[config.mk]
export PLATFORM = sky130hd
export DESIGN_NAME = psg_mix_sequencer
export DESIGN_NICKNAME = d
export VERILOG_FILES = /design/src/rtl/psg_mix_sequencer.sv
export SDC_FILE = /design/constraint.sdc
export NUM_CORES = 1
export LEC_CHECK = 0
export CAP_MARGIN = 20
export CORE_MARGIN = 5
export CORE_UTILIZATION = 35
export DETAILED_ROUTE_END_ITERATION = 10
export GPL_TIMING_DRIVEN = 0
export PLACE_DENSITY = 0.57
export SYNTH_ARGS = -nofsm -noshare
export SYNTH_HDL_FRONTEND = slang
export SYNTH_SLANG_ARGS = --single-unit
[constraint.sdc]
create_clock -name clk_i -period 4.8 [get_ports clk_i]
set_clock_uncertainty 0.15 [all_clocks]
set_input_delay 0.96 -clock clk_i [delete_from_list [all_inputs] [get_ports clk_i]]
set_output_delay 0.96 -clock clk_i [all_outputs]
set_load 0.005 [all_outputs]
[src/rtl/psg_mix_sequencer.sv]
// -----------------------------------------------------------------------------
// psg_mix_sequencer
//
// Time-multiplexed voice mixer and sample-period sequencer for the PSG audio
// path. A free-running divider (gated by en_i) produces the sample count used
// by the output summer and the filter. Once per sample period the block walks
// the voice generators over a shared select/data bus and sums each voice into
// either the filtered or the unfiltered path, according to a routing mask that
// is captured at the start of the scan. When the scan finishes, both sums are
// published together with a one-cycle strobe.
//
// Timeline (cycle k = the cycle in which cnt_o == 1):
//   k .. k+VOICES-1 : SCAN, vsel_o = 0 .. VOICES-1
//   k+VOICES        : LATCH
//   k+VOICES+1      : new ufi_o / fi_o visible, smp_o = 1 (cnt_o == VOICES+2)
//
// Parameters
//   VOICES : voices scanned per sample period (1..4)
//   DIV    : clock cycles per sample period (VOICES+3..256)
//
// Ports
//   clk_i   : master clock, rising edge
//   rst_ni  : asynchronous active-low reset
//   en_i    : run enable, gates the divider counter only
//   fsel_i  : routing mask, bit v = 1 sends voice v to the filtered sum
//   vsel_o  : voice index presented on the shared bus
//   vdat_i  : amplitude of voice vsel_o (combinational from upstream)
//   cnt_o   : sample divider count, 0..DIV-1
//   ufi_o   : unfiltered-path sum of the last completed scan
//   fi_o    : filtered-path sum of the last completed scan
//   smp_o   : one-cycle pulse when ufi_o / fi_o take new values
//   busy_o  : high while a scan is in progress (SCAN or LATCH)
// -----------------------------------------------------------------------------
module psg_mix_sequencer #(
  parameter int VOICES = 4,
  parameter int DIV    = 256
) (
  input  logic              clk_i,
  input  logic              rst_ni,
  input  logic              en_i,
  input  logic [VOICES-1:0] fsel_i,
  output logic [1:0]        vsel_o,
  input  logic [19:0]       vdat_i,
  output logic [7:0]        cnt_o,
  output logic [21:0]       ufi_o,
  output logic [21:0]       fi_o,
  output logic              smp_o,
  output logic              busy_o
);

  localparam logic [7:0] CNT_LAST  = 8'(DIV - 1);
  localparam logic [1:0] VIDX_LAST = 2'(VOICES - 1);

  typedef enum logic [1:0] {
    ST_IDLE  = 2'd0,
    ST_SCAN  = 2'd1,
    ST_LATCH = 2'd2
  } state_e;

  state_e      state_q, state_d;

  logic [7:0]  cnt_q,   cnt_d;
  logic [1:0]  vidx_q,  vidx_d;
  logic [21:0] acc_u_q, acc_u_d;
  logic [21:0] acc_f_q, acc_f_d;
  logic [3:0]  fmask_q, fmask_d;
  logic [21:0] ufi_q,   ufi_d;
  logic [21:0] fi_q,    fi_d;
  logic        smp_q,   smp_d;

  logic [3:0]  fsel_ext;
  logic        scan_start;
  logic        route_f;
  logic [21:0] vdat_ext;

  // Widen the routing mask to the full 4-voice bus so it can be indexed by
  // the 2-bit voice index regardless of VOICES; unused voices read as 0.
  genvar gi;
  generate
    for (gi = 0; gi < 4; gi++) begin : g_fsel_ext
      if (gi < VOICES) begin : g_used
        assign fsel_ext[gi] = fsel_i[gi];
      end else begin : g_unused
        assign fsel_ext[gi] = 1'b0;
      end
    end
  endgenerate

  // The counter only ever reaches 1 from 0, so entering SCAN on the same edge
  // makes the cycle with cnt_o == 1 the first scan cycle (voice 0).
  assign scan_start = en_i && (cnt_q == 8'd0);

  // Voice 0 is scanned in the cnt_o == 1 cycle, the very cycle the mask is
  // captured, so it routes on the live fsel_i; later voices use the snapshot.
  assign route_f  = (vidx_q == 2'd0) ? fsel_ext[0] : fmask_q[vidx_q];
  assign vdat_ext = {2'b00, vdat_i};

  // ---------------------------------------------------------------------------
  // FSM: state register
  // ---------------------------------------------------------------------------
  always_ff @(posedge clk_i or negedge rst_ni) begin
    if (!rst_ni) begin
      state_q <= ST_IDLE;
    end else begin
      state_q <= state_d;
    end
  end

  // ---------------------------------------------------------------------------
  // FSM: next-state logic
  // ---------------------------------------------------------------------------
  always_comb begin
    state_d = state_q;
    case (state_q)
      ST_IDLE: begin
        if (scan_start) begin
          state_d = ST_SCAN;
        end
      end
      ST_SCAN: begin
        // Scan runs to completion even if en_i drops; only the counter stops.
        if (vidx_q == VIDX_LAST) begin
          state_d = ST_LATCH;
        end
      end
      ST_LATCH: begin
        state_d = ST_IDLE;
      end
      default: begin
        state_d = ST_IDLE;
      end
    endcase
  end

  // ---------------------------------------------------------------------------
  // FSM: outputs
  // ---------------------------------------------------------------------------
  always_comb begin
    vsel_o = 2'd0;
    busy_o = 1'b0;
    case (state_q)
      ST_SCAN: begin
        vsel_o = vidx_q;
        busy_o = 1'b1;
      end
      ST_LATCH: begin
        busy_o = 1'b1;
      end
      default: begin
        vsel_o = 2'd0;
        busy_o = 1'b0;
      end
    endcase
  end

  // ---------------------------------------------------------------------------
  // Datapath: divider, accumulators, mask snapshot, published sums
  // ---------------------------------------------------------------------------
  always_comb begin
    cnt_d   = cnt_q;
    vidx_d  = vidx_q;
    acc_u_d = acc_u_q;
    acc_f_d = acc_f_q;
    fmask_d = fmask_q;
    ufi_d   = ufi_q;
    fi_d    = fi_q;
    smp_d   = 1'b0;

    if (en_i) begin
      cnt_d = (cnt_q == CNT_LAST) ? 8'd0 : cnt_q + 8'd1;
    end

    case (state_q)
      ST_IDLE: begin
        if (scan_start) begin
          vidx_d  = 2'd0;
          acc_u_d = 22'd0;
          acc_f_d = 22'd0;
        end
      end
      ST_SCAN: begin
        if (vidx_q == 2'd0) begin
          fmask_d = fsel_ext;
        end
        // Four 20-bit voices cannot exceed 22 bits, so no saturation needed.
        if (route_f) begin
          acc_f_d = acc_f_q + vdat_ext;
        end else begin
          acc_u_d = acc_u_q + vdat_ext;
        end
        vidx_d = vidx_q + 2'd1;
      end
      ST_LATCH: begin
        ufi_d = acc_u_q;
        fi_d  = acc_f_q;
        smp_d = 1'b1;
      end
      default: begin
        smp_d = 1'b0;
      end
    endcase
  end

  always_ff @(posedge clk_i or negedge rst_ni) begin
    if (!rst_ni) begin
      cnt_q   <= 8'd0;
      vidx_q  <= 2'd0;
      acc_u_q <= 22'd0;
      acc_f_q <= 22'd0;
      fmask_q <= 4'd0;
      ufi_q   <= 22'd0;
      fi_q    <= 22'd0;
      smp_q   <= 1'b0;
    end else begin
      cnt_q   <= cnt_d;
      vidx_q  <= vidx_d;
      acc_u_q <= acc_u_d;
      acc_f_q <= acc_f_d;
      fmask_q <= fmask_d;
      ufi_q   <= ufi_d;
      fi_q    <= fi_d;
      smp_q   <= smp_d;
    end
  end

  assign cnt_o = cnt_q;
  assign ufi_o = ufi_q;
  assign fi_o  = fi_q;
  assign smp_o = smp_q;

endmodule

==> flow_summary.ini <==
[outcome]
status = finished clean

[synth]
synth_area_um2 = 6100
yosysSeqAreaShare = 0.431
synth_edf_count = 0
synth_top_flop_cell = dfrtp_1
ys_seq_elements = 105
yosysUniqueCellTypes = 53
synth_warnings = 0
syn_nets = 653
synthCells = 576
synth.avg_cell_area_um2 = 10.6
async_reset_ff_frac = 1.00

[place]
dp.cells = 884
gp_congestion = 0.928
io_buffers = 82
pre_cts_slack_ns = 0.549
dp_hpwl_um = 11800

[sta]
holdWs_ns = 0.358
rsz0062_at_grt = false
setup_slack_ns = 0.959
min_period_over_period = 0.800
hold_violations = 0
drv_slew = 0
setup_viol = 0
period_needed_ns = 3.84
slew_headroom = 0.542
fmax_mhz = 260
finalSetupTns_ns = 0
tightestPinTransition_ns = 0.686

[finish]
synthToLayoutAreaGrowth_pct = 23.4
drive_above_1_share = 0.116
n_antenna_cell = 0
fin_cells = 900
fillCellCount = 1637
fin_nets = 747

[worst_hold_path]
min_to = ufi_o[20]$_DFFE_PN0P_
hold_start = ufi_o[20]$_DFFE_PN0P_
hold_depth = 1
hp-class = register to register

[setup_path]
rr_startpoint = acc_u_q[0]$_DFFE_PN0P_
ff2ff_setup_slack_ns = 1.70
worst-path-max-fanout = 4
critical_path_class = primary input to register
critical_path.top_delay_family = compound AO/OA/AOI/OAI gates
crit_path_max_incr_delay_ns = 0.54
cp-start-kind = primary input
r2r-end = acc_u_q[20]$_DFFE_PN0P_
cp.arrival_ns = 3.97
cp_slowest_cell = o21ai_0
cp.required_ns = 4.93
end_kind = register
worst-path-buf-inv = 2
crit_chain = clkdlybuf4s50_1, ha_1, inv_1, fa_1, nand2b_1, a21o_1, a31o_2, o21ai_0, a31oi_1, or3_1, a21oi_1
reg2reg_depth = 10

[clock_tree]
cts_buffers = 9
cts-root-buf = clkbuf_16
cts_tree = built
ctsHoldBuffers = 0
htree_levels = 3
clkTransAtPathRegs_ns = 0.07
ctsResizeCount = 0
post_cts.repair.setup_buffers = 0
clkLatencyLatePin_ns = 0.36
cts_buffer_depth = 2
clock-sinks = 105

[floorplanning]
io_pins = 83
start_util = 0.355
die_w_um = 142
die-area_um2 = 20200
core-area_um2 = 17200
die_h_um = 142
rows = 48

[global_route]
grt_pass1_vias = 4873
grt_pass1_wl_um = 25200
gr-total-overflow = 0
antenna_found_initial = 0
grt_max_degree = 56
grt_usage = 0.158

[route]
via_per_inst = 5.33
ant_nets = 0
wl_per_cell_um = 17.1
drt_pass1_iterations = 5
via_count = 4800
first_iter_violations = 355
wl_um = 15400
drc_errors = 0

[pwr]
leakagePower_uw = 0.00339
totalPowerFinal_uw = 4460
p_per_area_nw_per_um2 = 594
irDropWorstVdd_mv = 0.215

[flow_run]
cap_viol_max_count = 0
-- cells by family after synthesis --
logic type / Yosys count / synth area share
and+or+nand+nor: 122 / 0.0950
DFF: 105 / 0.431
adders and majority gates: 50 / 0.105
AOI/OAI and AO/OA: 167 / 0.188
buffers and inverters: 41 / 0.0271
xor gates and xnor gates: 39 / 0.0560
muxes: 52 / 0.0977
-- area by class of cell --
class	instances	area (um2)	share of cell area
multi-input combinational	430	3300	0.439
sequential	105	2630	0.349
timing repair buffer	83	846	0.112
tap	225	282	0.0374
clock buffer	10	229	0.0304
buffer	20	86.3	0.0115
inverter	21	78.8	0.0105
clock inverter	6	67.6	0.00899
-- worst register-to-register path: stages (launching register included) --
cell and delay [ns]:
dfrtp_1 0.40, ha_1 0.19, inv_1 0.05, fa_1 0.39
nand2b_1 0.18, a21o_1 0.19, a31o_2 0.23, o21ai_0 0.54
a31oi_1 0.21, or3_1 0.34, a21oi_1 0.15
-- synthesized netlist by cell type, types with 5 or more instances --
cell / n / area [um2]
nand3_1: 9 / 45.0
xor2_1: 21 / 184
nor2_1: 24 / 90.1
o31ai_1: 12 / 90.1
mux2_2: 50 / 563
and3_1: 7 / 43.8
o21ai_0: 30 / 150
and2_1: 5 / 31.3
a22o_1: 27 / 236
clkbuf_1: 16 / 60.1
nand4_1: 8 / 50.1
dfrtp_1: 105 / 2630
xnor2_1: 18 / 158
nand2_1: 46 / 173
o21a_1: 5 / 37.5
inv_1: 21 / 78.8
ha_1: 48 / 601
nor3_1: 6 / 30.0
a21o_1: 12 / 90.1
a21oi_1: 44 / 220
-- power breakdown --
| part | internal [uW] | switching, uW |
|---|---|---|
| clock | 407 | 347 |
| combinational | 1110 | 1180 |
| sequential | 1190 | 230 |
-- per-layer routing --
metal,wire length [um],vias up,global-route usage
li1,-,2328,-
met1,7100,2325,0.214
met2,7200,120,0.254
met3,760,27,0.0282
met4,359,0,0.0616
met5,0,-,0
-- registers in the layout, indices dropped and copies added (netlist names) --
name	flops
acc_f_q	22
acc_u_q	22
fi_o	22
ufi_o	22
cnt_o	8
fmask_q	4
state_q	2
vidx_q	2
smp_o	1
-- per-stage QoR --
| step | utilization | instance area (um2) |
|---|---|---|
| 2_1_floorplan | - | 6100 |
| 3_3_place_gp | 0.419 | 7200 |
| 3_5_place_dp | 0.421 | 7220 |
| 4_1_cts | 0.438 | 7520 |
| 5_1_grt | 0.438 | 7520 |
| 6_report | 0.438 | 7520 |
-- layout by cell type, fill, tap and decap left out, types with 2 or more instances in the layout --
cell / count
inv_1: 21
o311ai_0: 2
dfrtp_1: 105
a31oi_1: 3
or3_1: 3
a22o_1: 27
clkdlybuf4s50_1: 81
nor2b_1: 4
and2_1: 5
xor2_1: 21
a32o_1: 2
clkinvlp_4: 2
o31ai_1: 12
a21o_1: 12
a21oi_1: 44
o211ai_1: 4
nor2_1: 24
a21boi_0: 2
ha_1: 48
nand2b_1: 4
o41ai_1: 4
clkbuf_1: 17
o31a_1: 2
nand2_1: 46
buf_2: 3
nand4_1: 8
clkbuf_16: 9
o21ai_0: 30
mux2_2: 50
o221ai_1: 2
xnor2_1: 18
nand3_1: 9
nor3_1: 6
o21bai_1: 4
and3_1: 7
o21a_1: 5
a211oi_1: 3
fa_1: 2
-- worst max path at each step --
stage,start,to,slack (ns),depth (start not counted)
final,vdat_i[0],acc_u_q[20]$_DFFE_PN0P_,0.96,11
after global routing,vdat_i[0],acc_u_q[20]$_DFFE_PN0P_,0.76,11
after CTS,vdat_i[0],acc_u_q[20]$_DFFE_PN0P_,0.92,11
after detailed placement,vdat_i[0],acc_u_q[20]$_DFFE_PN0P_,0.55,11
after global placement,rst_ni,fi_o[14]$_DFFE_PN0P_,-1.51,1
after floorplan,vdat_i[0],acc_u_q[20]$_DFFE_PN0P_,1.63,10
Note: power is estimated with default switching activity, not from simulation.
